File: src/rtl/local_ni.sv
// local_ni: PE <-> router local-port network interface (credit-based injection, FWFT ejection FIFO).
// Define LOCAL_NI_STATS_EN to add 16-bit tx/rx flit counters (tx_cnt_o, rx_cnt_o).
module local_ni #(
    parameter int unsigned ADDR_W   = 4,
    parameter int unsigned DATA_W   = 28,
    parameter int unsigned CREDITS  = 4,
    parameter int unsigned EJ_DEPTH = 4
) (
    input  logic                     clk,
    input  logic                     rst,
    input  logic                     inj_valid_i,
    output logic                     inj_ready_o,
    input  logic [ADDR_W-1:0]        inj_dest_i,
    input  logic [DATA_W-1:0]        inj_data_i,
    output logic [ADDR_W+DATA_W-1:0] flit_o,
    output logic                     flit_valid_o,
    input  logic                     credit_i,
    input  logic [ADDR_W+DATA_W-1:0] flit_i,
    input  logic                     flit_valid_i,
    output logic                     credit_o,
    output logic                     ej_valid_o,
    input  logic                     ej_ready_i,
    output logic [ADDR_W-1:0]        ej_dest_o,
    output logic [DATA_W-1:0]        ej_data_o,
    output logic                     ovf_err_o,
    output logic                     crd_err_o
`ifdef LOCAL_NI_STATS_EN
    ,
    output logic [15:0]              tx_cnt_o,
    output logic [15:0]              rx_cnt_o
`endif
);

    localparam int unsigned FLIT_W = ADDR_W + DATA_W;
    localparam int unsigned CRD_W  = $clog2(CREDITS + 1);
    localparam int unsigned PTR_W  = $clog2(EJ_DEPTH);
    localparam int unsigned CNT_W  = PTR_W + 1;

    logic [CRD_W-1:0]  crd_q, crd_d;
    logic [FLIT_W-1:0] flit_q, flit_d;
    logic              flit_valid_q, flit_valid_d;
    logic              crd_err_q, crd_err_d;

    logic [FLIT_W-1:0] mem_q [EJ_DEPTH];
    logic [PTR_W-1:0]  wr_ptr_q, wr_ptr_d;
    logic [PTR_W-1:0]  rd_ptr_q, rd_ptr_d;
    logic [CNT_W-1:0]  count_q, count_d;
    logic              credit_q, credit_d;
    logic              ovf_q, ovf_d;

    logic accept, pop, full, push_ok;

    assign inj_ready_o = (crd_q != '0);
    assign accept      = inj_valid_i && inj_ready_o;
    assign pop         = (count_q != '0) && ej_ready_i;
    assign full        = (count_q == CNT_W'(EJ_DEPTH));
    assign push_ok     = flit_valid_i && (!full || pop);

    // Injection: flit register, credit counter with saturation on spurious credit.
    always_comb begin
        flit_d       = flit_q;
        flit_valid_d = accept;
        crd_d        = crd_q;
        crd_err_d    = crd_err_q;
        if (accept) begin
            flit_d = {inj_dest_i, inj_data_i};
        end
        if (accept && !credit_i) begin
            crd_d = crd_q - CRD_W'(1);
        end else if (credit_i && !accept) begin
            if (crd_q == CRD_W'(CREDITS)) begin
                crd_err_d = 1'b1;
            end else begin
                crd_d = crd_q + CRD_W'(1);
            end
        end
    end

    // Ejection FIFO pointer/count bookkeeping; a full push is only taken alongside a pop.
    always_comb begin
        wr_ptr_d = wr_ptr_q;
        rd_ptr_d = rd_ptr_q;
        count_d  = count_q + CNT_W'(push_ok) - CNT_W'(pop);
        credit_d = pop;
        ovf_d    = ovf_q;
        if (push_ok) begin
            wr_ptr_d = wr_ptr_q + PTR_W'(1);
        end
        if (pop) begin
            rd_ptr_d = rd_ptr_q + PTR_W'(1);
        end
        if (flit_valid_i && full && !pop) begin
            ovf_d = 1'b1;
        end
    end

    always_ff @(posedge clk or posedge rst) begin
        if (rst) begin
            crd_q        <= CRD_W'(CREDITS);
            flit_q       <= '0;
            flit_valid_q <= 1'b0;
            crd_err_q    <= 1'b0;
            wr_ptr_q     <= '0;
            rd_ptr_q     <= '0;
            count_q      <= '0;
            credit_q     <= 1'b0;
            ovf_q        <= 1'b0;
            for (int unsigned i = 0; i < EJ_DEPTH; i++) begin
                mem_q[i] <= '0;
            end
        end else begin
            crd_q        <= crd_d;
            flit_q       <= flit_d;
            flit_valid_q <= flit_valid_d;
            crd_err_q    <= crd_err_d;
            wr_ptr_q     <= wr_ptr_d;
            rd_ptr_q     <= rd_ptr_d;
            count_q      <= count_d;
            credit_q     <= credit_d;
            ovf_q        <= ovf_d;
            if (push_ok) begin
                mem_q[wr_ptr_q] <= flit_i;
            end
        end
    end

    assign flit_o       = flit_q;
    assign flit_valid_o = flit_valid_q;
    assign crd_err_o    = crd_err_q;
    assign credit_o     = credit_q;
    assign ovf_err_o    = ovf_q;
    assign ej_valid_o   = (count_q != '0);
    assign ej_dest_o    = mem_q[rd_ptr_q][FLIT_W-1:DATA_W];
    assign ej_data_o    = mem_q[rd_ptr_q][DATA_W-1:0];

`ifdef LOCAL_NI_STATS_EN
    logic [15:0] tx_q, rx_q;

    always_ff @(posedge clk or posedge rst) begin
        if (rst) begin
            tx_q <= '0;
            rx_q <= '0;
        end else begin
            if (accept) begin
                tx_q <= tx_q + 16'(1);
            end
            if (push_ok) begin
                rx_q <= rx_q + 16'(1);
            end
        end
    end

    assign tx_cnt_o = tx_q;
    assign rx_cnt_o = rx_q;
`endif

endmodule

File: config.mk
export PLATFORM = sky130hd
export DESIGN_NAME = local_ni
export DESIGN_NICKNAME = d
export VERILOG_FILES = /design/src/rtl/local_ni.sv
export SDC_FILE = /design/constraint.sdc
export NUM_CORES = 1
export LEC_CHECK = 0
export CORE_MARGIN = 2
export CORE_UTILIZATION = 56
export DETAILED_ROUTE_END_ITERATION = 8
export PLACE_DENSITY_LB_ADDON = 0.15
export SLEW_MARGIN = 0
export SYNTH_ARGS = -nofsm -noshare
export SYNTH_HDL_FRONTEND = slang
export SYNTH_SLANG_ARGS = --single-unit
File: constraint.sdc
create_clock -name clk -period 18.6 [get_ports clk]
set_input_delay 3.72 -clock clk [delete_from_list [all_inputs] [get_ports clk]]
set_output_delay 3.72 -clock clk [all_outputs]
set_load 0.05 [all_outputs]
==> impl_metrics.toml, run 1 <==
[outcome]
status = "finished, final reports clean"

[placement]
post-place-ws_ns = 12.25
dp_hpwl_um = 9160
cell_area_after_placement_um2 = 8960
gp_congestion = 0.731
placement.io_buffers = 139

[power]
vdd.ir_drop.worst_uv = 133
power-per-cell-area_nw_per_um2 = 216
power_total_mw = 2.06
static_leakage_power_nw = 3.93

[sta]
post-route-period-util_pct = 35.6
tightestPinTransition_ns = 1.14
number_of_max_slew_violations_in_the_final_report = 0
final_period_minus_worst_setup_slack_ns = 6.62
worst_clock_skew_ns = 0.00646
fmax_mhz = 151
setup_tns_ns = 0
rsz0062_at_grt = "no"
post-route-worst-setup-slack_ns = 11.98
slew_headroom_pct = 23.7
final-setup-viol-count = 0
finalHoldViolCount = 0

[cells_and_area]
fillCellCount = 877
seqCellArea_um2 = 4360
multi_input_area_um2 = 2930
drive_gt1_share_pct = 39.5
number_of_inserted_diodes = 0
postLayoutCellArea_um2 = 9560
nets = 663
final_core_utilization_pct = 72.7
flow.area_growth_from_synthesis_pct = 27.5

[synth]
mappedNetlistArea_um2 = 7490
post-synth-top-area-cell = "dfrtp_1"
syn_nets = 526
synth_top_area_cells = "dfrtp_1, mux2_2, mux4_2, buf_6, ha_1"
ys_dominant_reg_cell = "dfrtp_1"
postSynthAreaPerCell_um2 = 16.8
synth-edff-count = 0
synth_warnings = 0
asyncSetResetFlopFracSynth_pct = 100
synth_seq_cells = 174
seq_area_frac_synth_pct = 58.1
synth_cell_type_count = 28
synth_top_cells_by_count = "dfrtp_1, mux2_2, mux4_2"
count_leader_synth = "dfrtp_1"
yosysTopAreaCellShare_pct = 57.8
post_syn_instances = 446

[critical_path]
critical-path-max-stage-delay_ns = 0.75
crit_arrival_ns = 2.90
start_kind = "register"
biggest_fanout_along_the_worst_timing_path = 23
critPathKind = "reg2out"
critPathSlowestCell = "clkdlybuf4s50_1"
critPathCaptureType = "primary output"
critical_path.cell_chain = "buf_4, mux4_2, clkdlybuf4s50_1"
critical_path_required_ns = 14.88

[global_route]
antenna_violations_before_repair = 0
grt_max_degree = 96
grt_overflow = 0
grt_pass1_vias = 4806
global_route.usage.total_pct = 22.2
grt_first_pass_wirelength_um = 24300

[min_path]
min-delay-path-class = "reg2reg"

[clock_tree]
cts.sink_count = 174
cts.root.buffer_cell = "clkbuf_16"
tritoncts.num_buffers = 17
cts_hold_buf = 0
post-cts-setup-buffer-count = 0
cts.clk_slew.worst_paths_ns = 0.06
cts.repair.resized = 0
cts-root-to-sink-buffers = 2
clock_tree_from_tritoncts = "yes"
clk_latency_ns = 0.43
h-tree-depth = 4

[die]
dieArea_um2 = 14300
die_w_um = 120
ioPinCount = 140
placementRows = 42
fp.dieH_um = 120
initial_utilization_pct = 57.0
coreArea_um2 = 13100

[drt]
drcViolationCount = 0
initialDrtViolationCount = 148
wirelength_um = 14900
detail_route.vias_per_cell = 5.54
routed_wire_length_per_instance_um = 19.3
iteration_count_of_the_initial_detailed_routing_pass = 4
drt.antenna.violating_nets = 0
routed-via-count = 4271

[run]
max_cap_viol_count = 0
per-stage QoR:
step,hold WS [ns],std cells
final,0.457,771
after floorplan,0.475,446
after global placement,0.446,740
after global routing,0.483,771
after CTS,0.462,771
after detailed placement,0.448,740
where the power goes:
group	total, mW	switching [mW]	internal (mW)
clock	0.361	0.140	0.220
combinational	1.02	0.557	0.467
sequential	0.676	0.117	0.559
total	2.06	0.814	1.25
worst max-delay path, delay by kind of cell, from the launching register on:
| family | cells | cell delay (ns) |
|---|---|---|
| buffers and inverters | 2 | 1.26 |
| flip-flops | 1 | 0.63 |
| multiplexers | 1 | 0.58 |
flip-flops by register name, indices dropped and copies added, names as in the netlist:
register / flops
flit_o: 32
crd_q: 3
crd_err_o: 1
mem_q: 128
credit_o: 1
flit_valid_o: 1
count_q: 3
wr_ptr_q: 2
ovf_err_o: 1
rd_ptr_q: 2
cell families after synthesis:
group	after synthesis	share of synthesized area [%]
muxes	193	33.8
xor gates and xnor gates	6	0.701
and+or+nand+nor	18	1.40
DFF	174	58.1
AOI/OAI and AO/OA	10	0.902
adders and majority gates	10	1.87
buffers and inverters	35	3.17
cell usage in the layout, fill, tap and decap left out, drive strengths merged:
master and instances:
bufinv 3, buf 2, inv 12, or2 1, xnor2 5, nor2 5
or3 2, xor2 1, a31oi 1, a21oi 3, clkdlybuf4s50 139, a31o 1
o21ai 1, nand2b 1, dfstp 1, a21o 2, ha 8, a311oi 1
or3b 1, mux2 161, nor4b 1, dfrtp 173, clkinv 4, fa 2
mux4 32, nand2 7, clkbuf 24, o31a 1
routing by layer:
layer,share of wire (%),vias up,GRT usage [%]
li1,-,1888,-
met1,42,2256,28.1
met2,50,105,36.1
met3,5.3,22,6.37
met4,1.9,0,9.49
met5,0,-,0
final timing paths:
path	start	end	slack (ns)	depth (start not counted)
setup / recovery	rd_ptr_q[0]$_DFFE_PP0P_	ej_data_o[20]	11.98	3
hold / removal	ovf_err_o$_DFFE_PP0P_	ovf_err_o$_DFFE_PP0P_	0.46	1
setup reg to reg	crd_q[2]$_DFFE_PP1P_	crd_q[2]$_DFFE_PP1P_	15.72	9
hold reg to reg	ovf_err_o$_DFFE_PP0P_	ovf_err_o$_DFFE_PP0P_	0.46	1
max in group asynchronous	rst	rd_ptr_q[0]$_DFFE_PP0P_	13.17	3
min in group asynchronous	rst	mem_q[16]$_DFFE_PP0P_	3.84	2
final cells by class:
class | instances | share of cell area [%]
Inverter | 12 | 0.524
Clock inverter | 7 | 1.15
Sequential cell | 174 | 45.6
Timing Repair Buffer | 141 | 14.7
Clock buffer | 24 | 5.04
Multi-Input combinational cell | 237 | 30.7
Tap cell | 176 | 2.30
(Power assumes the default switching activity.)
==> inputs of run 2 (changes only) <==
--- a/config.mk
+++ b/config.mk
@@ -6,7 +6,7 @@
 export NUM_CORES = 1
 export LEC_CHECK = 0
 export CORE_MARGIN = 2
-export CORE_UTILIZATION = 56
+export CORE_UTILIZATION = 47
 export DETAILED_ROUTE_END_ITERATION = 8
 export PLACE_DENSITY_LB_ADDON = 0.15
 export SLEW_MARGIN = 0
==> constraint.sdc (replaced) <==
create_clock -name clk -period 5.6 [get_ports clk]
set_input_delay 1.12 -clock clk [delete_from_list [all_inputs] [get_ports clk]]
set_output_delay 1.12 -clock clk [all_outputs]
set_load 0.05 [all_outputs]
==> run 2 against run 1 <==
Clock-buffer cell count fell by 5; worst setup slack got worse by 11 ns; first-iteration DRC count increased by 26%; die area up 18%; sequential share of layout area is 0.47 points lower; global-route usage is 3.0 points lower; non-clock buffer count unchanged.
==> impl_metrics.toml, run 2 (same netlist as run 1, synthesis figures left out) <==
[die]
coreArea_um2 = 15700
placementRows = 46
initial_utilization_pct = 47.7
die_w_um = 130
fp.dieH_um = 130
dieArea_um2 = 17000
ioPinCount = 140

[power]
static_leakage_power_nw = 3.93
power-per-cell-area_nw_per_um2 = 715
vdd.ir_drop.worst_uv = 451

[global_route]
global_route.usage.total_pct = 19.1
grt_pass1_vias = 4740
grt_overflow = 0
grt_first_pass_wirelength_um = 24500
grt_max_degree = 175
antenna_violations_before_repair = 0

[cells_and_area]
number_of_inserted_diodes = 0
multi_input_area_um2 = 2930
finalNonFillerCells = 812
seqCellArea_um2 = 4360
nets = 663
max_flop_register = "mem_q"
flow.area_growth_from_synthesis_pct = 28.9
final_core_utilization_pct = 61.5
largest_reg_flops = 128
mostFrequentLayoutCells = "dfrtp_1, mux2_2, clkdlybuf4s50_1, mux4_2, clkbuf_16"
fillCellCount = 1175
layout_commonest_cell = "dfrtp_1"
drive_gt1_share_pct = 40.1

[clock_tree]
cts.root.buffer_cell = "clkbuf_16"
cts.sink_count = 174
cts_hold_buf = 0
cts.clk_slew.worst_paths_ns = 0.06
h-tree-depth = 4
clock_tree_from_tritoncts = "yes"
cts-root-to-sink-buffers = 2
tritoncts.num_buffers = 17
cts.repair.resized = 0
clk_latency_ns = 0.43
post-cts-setup-buffer-count = 0

[critical_path]
critical-path-max-stage-delay_ns = 0.92
biggest_fanout_along_the_worst_timing_path = 25
crit_arrival_ns = 3.03
critPathCaptureType = "primary output"
critPathKind = "reg2out"
critPathSlowestCell = "dfrtp_2"
critical_path.cell_chain = "buf_4, mux4_2, clkdlybuf4s50_1"
start_kind = "register"
critical_path_required_ns = 4.48

[sta]
slew_headroom_pct = 24.2
whs_ns = 0.458
worst_clock_skew_ns = 0.00881
post-route-period-util_pct = 74.1
final_period_minus_worst_setup_slack_ns = 4.15
number_of_max_slew_violations_in_the_final_report = 0
tightestPinTransition_ns = 1.13
rsz0062_at_grt = "no"
finalHoldViolCount = 0
fmax_mhz = 241
final-setup-viol-count = 0
setup_tns_ns = 0

[min_path]
min-delay-path-class = "reg2reg"

[placement]
place_inst = 780
gp_congestion = 0.722
placement.io_buffers = 139
dp_hpwl_um = 9470

[outcome]
status = "finished, final reports clean"

[drt]
wirelength_um = 15000
routed_wire_length_per_instance_um = 18.5
drt.antenna.violating_nets = 0
iteration_count_of_the_initial_detailed_routing_pass = 4
routed-via-count = 4224
drcViolationCount = 0
detail_route.vias_per_cell = 5.20
initialDrtViolationCount = 187

[run]
max_cap_viol_count = 0
## run 2: final timing paths
check / start / to / slack, ns / cells past startpoint
max in group asynchronous: rst / flit_o[22]$_DFFE_PP0P_ / 3.56 / 3
min in group asynchronous: rst / mem_q[75]$_DFFE_PP0P_ / 1.26 / 3
worst min register to register: ovf_err_o$_DFFE_PP0P_ / ovf_err_o$_DFFE_PP0P_ / 0.46 / 1
worst max register to register: crd_q[2]$_DFFE_PP1P_ / crd_q[2]$_DFFE_PP1P_ / 2.79 / 9
worst min-delay path: ovf_err_o$_DFFE_PP0P_ / ovf_err_o$_DFFE_PP0P_ / 0.46 / 1
worst max-delay path: rd_ptr_q[0]$_DFFE_PP0P_ / ej_data_o[2] / 1.45 / 3
## run 2: power breakdown
part | internal [mW] | total [mW] | switching [mW]
clock network | 0.760 | 1.26 | 0.496
logic | 1.55 | 3.38 | 1.83
registers | 1.86 | 2.27 | 0.416
## run 2: metal layers
metal	share of wire, %	vias up	GRT usage [%]
met4	1.3	0	6.51
li1	-	1903	-
met3	4.8	17	5.95
met5	0	-	0
met2	51	84	30.7
met1	43	2220	24.9
## run 2: critical path, delay by kind of cell, from the launching register on
family / cells / cell delay, ns
muxes: 1 / 0.54
buffers and inverters: 2 / 1.13
DFF: 1 / 0.92
## run 2: through the flow
stage	setup WS, ns	power, mW	instance area [um2]
global placement	1.84	5.61	9020
global route	1.19	7.27	9660
floorplan	2.26	4.72	7500
CTS	1.33	6.99	9660
detailed placement	1.80	5.71	9020
finish	1.45	6.90	9660
## run 2: area by class of cell
type                    count  share of cell area (%)
clock inverters            13                    1.94
inverters                  12                   0.505
well taps                 216                    2.80
repair buffers            141                    14.7
flip-flops and latches    174                    45.1
clock buffers              19                    4.59
multi-input cells         237                    30.3
==> inputs of run 3 (changes only) <==
--- a/config.mk
+++ b/config.mk
@@ -6,7 +6,7 @@
 export NUM_CORES = 1
 export LEC_CHECK = 0
 export CORE_MARGIN = 2
-export CORE_UTILIZATION = 47
+export CORE_UTILIZATION = 52
 export DETAILED_ROUTE_END_ITERATION = 8
 export PLACE_DENSITY_LB_ADDON = 0.15
 export SLEW_MARGIN = 0
==> constraint.sdc (replaced) <==
create_clock -name clk -period 3.99 [get_ports clk]
set_input_delay 0.798 -clock clk [delete_from_list [all_inputs] [get_ports clk]]
set_output_delay 0.798 -clock clk [all_outputs]
set_load 0.05 [all_outputs]
==> run 3 against run 2 <==
Utilization is 8.1 points higher; critical path depth stayed put; flip-flop and latch count stayed put; cell count is 3.1% lower; hold slack better by 0.011 ns; clock power is 39% higher; total power is 41% higher; clock-buffer cell count stayed put; largest power group unchanged.
==> impl_metrics.toml, run 3 (same netlist as run 1, synthesis figures left out) <==
[clock_tree]
cts.sink_count = 174
h-tree-depth = 4
cts.clk_slew.worst_paths_ns = 0.06
cts-root-to-sink-buffers = 2
clk_latency_ns = 0.43
clock_tree_from_tritoncts = "yes"
cts.repair.resized = 0
tritoncts.num_buffers = 17
post-cts-setup-buffer-count = 0
cts_hold_buf = 0
cts.root.buffer_cell = "clkbuf_16"

[die]
dieArea_um2 = 15400
ioPinCount = 140
fp.dieH_um = 124
die_w_um = 124
coreArea_um2 = 14000
initial_utilization_pct = 53.6
placementRows = 43

[sta]
setup_tns_ns = 0
number_of_max_slew_violations_in_the_final_report = 0
finalHoldViolCount = 0
post-route-period-util_pct = 83.9
rsz0062_at_grt = "no"
fmax_mhz = 299
final-setup-viol-count = 0
worst_clock_skew_ns = 0.00842
final_period_minus_worst_setup_slack_ns = 3.35
tightestPinTransition_ns = 0.900
slew_headroom_pct = 39.9

[placement]
dp_hpwl_um = 9730
cell_area_after_placement_um2 = 9100
gp_congestion = 0.714
placement.io_buffers = 139
place_inst = 755

[critical_path]
timing.critical_path.from = "rd_ptr_q[1]$_DFFE_PP0P_"
critPathKind = "reg2out"
critical-path-max-stage-delay_ns = 0.73
start_kind = "register"
worst_reg2reg_path_startpoint = "count_q[1]$_DFF_PP0_"
r2r.worst_path.cells = 10
critPathBufInv = 2
crit_cells = 3
ff2ff_setup_slack_ns = 1.60
crit_arrival_ns = 2.55
critical_path_required_ns = 3.19
capture_point_of_the_worst_path = "ej_data_o[8]"
biggest_fanout_along_the_worst_timing_path = 20
r2r-end = "count_q[2]$_DFF_PP0_"
critPathSlowestCell = "clkdlybuf4s50_1"
critical_path.cell_chain = "buf_4, mux4_2, clkdlybuf4s50_1"
timing.critical_path.max_delay_family = "buffers and inverters"
critPathCaptureType = "primary output"

[global_route]
global_route.usage.total_pct = 20.7
grt_max_degree = 81
grt_first_pass_wirelength_um = 23700
grt_overflow = 0
antenna_violations_before_repair = 0
grt_pass1_vias = 4574

[run]
max_cap_viol_count = 0

[cells_and_area]
number_of_inserted_diodes = 0
drive_gt1_share_pct = 41.2
mostFrequentLayoutCells = "dfrtp_1, mux2_2, clkdlybuf4s50_1, mux4_2, clkbuf_16"
postLayoutCellArea_um2 = 9730
finalNonFillerCells = 787
final_core_utilization_pct = 69.6
nets = 674
largest_reg_flops = 128
flow.area_growth_from_synthesis_pct = 29.9
max_flop_register = "mem_q"
fillCellCount = 975
layout_commonest_cell = "dfrtp_1"

[drt]
drt.antenna.violating_nets = 0
routed_wire_length_per_instance_um = 18.6
iteration_count_of_the_initial_detailed_routing_pass = 6
routed-via-count = 4306
detail_route.vias_per_cell = 5.47
drcViolationCount = 0
wirelength_um = 14600
initialDrtViolationCount = 156

[power]
static_leakage_power_nw = 4.00
power-per-cell-area_nw_per_um2 = 1000
vdd.ir_drop.worst_uv = 553

[min_path]
min-delay-path-class = "reg2reg"

[outcome]
status = "finished, final reports clean"
[run 3: cell types whose count changed in the layout (fill, tap and decap cells not counted)]
cell        change
inv_6           +1
buf_4           +8
clkinvlp_4      -2
clkinv_2        +1
buf_12          +3
[run 3: how the worst min path moves through the flow]
stage	start	endpoint	slack [ns]	depth (start not counted)
2_1_floorplan	mem_q[32]$_DFFE_PP0P_	mem_q[32]$_DFFE_PP0P_	0.48	1
3_3_place_gp	ovf_err_o$_DFFE_PP0P_	ovf_err_o$_DFFE_PP0P_	0.44	1
3_5_place_dp	crd_err_o$_DFFE_PP0P_	crd_err_o$_DFFE_PP0P_	0.46	1
4_1_cts	crd_err_o$_DFFE_PP0P_	crd_err_o$_DFFE_PP0P_	0.48	1
5_1_grt	ovf_err_o$_DFFE_PP0P_	ovf_err_o$_DFFE_PP0P_	0.50	1
6_report	ovf_err_o$_DFFE_PP0P_	ovf_err_o$_DFFE_PP0P_	0.47	1
[run 3: area by class of cell]
cell class              instances  area [um2]  share of cell area (%)
clock buffers                  19         443                    4.55
clock inverters                13         186                    1.92
inverters                      12        48.8                   0.502
multi-input cells             237        2930                    30.1
flip-flops and latches        174        4360                    44.8
well taps                     180         225                    2.31
repair buffers                152        1540                    15.8
[run 3: metrics by stage]
step                      hold WS (ns)  setup slack, ns  power [mW]
after floorplan                  0.475            0.968        6.62
after global placement           0.445            0.799        7.91
after detailed placement         0.463            0.783        8.05
after CTS                        0.483            0.613        9.85
after global routing             0.505            0.569        10.2
final                            0.470            0.643        9.73
[run 3: worst register-to-register path, cell delays in order, from the launching register on]
cell and delay (ns):
dfrtp_1 0.47, nor4b_4 0.27, buf_4 0.22, nand2b_1 0.19, ha_1 0.25, inv_1 0.06
ha_1 0.13, inv_1 0.04, fa_1 0.37, xnor2_1 0.14, xnor2_1 0.13
[run 3: metal layers]
layer  up-vias  GRT usage [%]  wire length, um  part of all wire [%]
met2       106           33.4             7230                    49
met5         -              0                0                     0
met3        12           6.96              911                   6.2
met4         0           6.39              162                   1.1
li1       1914              -                -                     -
met1      2274           26.7             6340                    43
[run 3: power by group]
group / switching [mW] / internal (mW) / leakage [nW]
Combinational: 2.66 / 2.23 / 1.66
Clock: 0.684 / 1.07 / 0.296
Sequential: 0.486 / 2.61 / 2.05
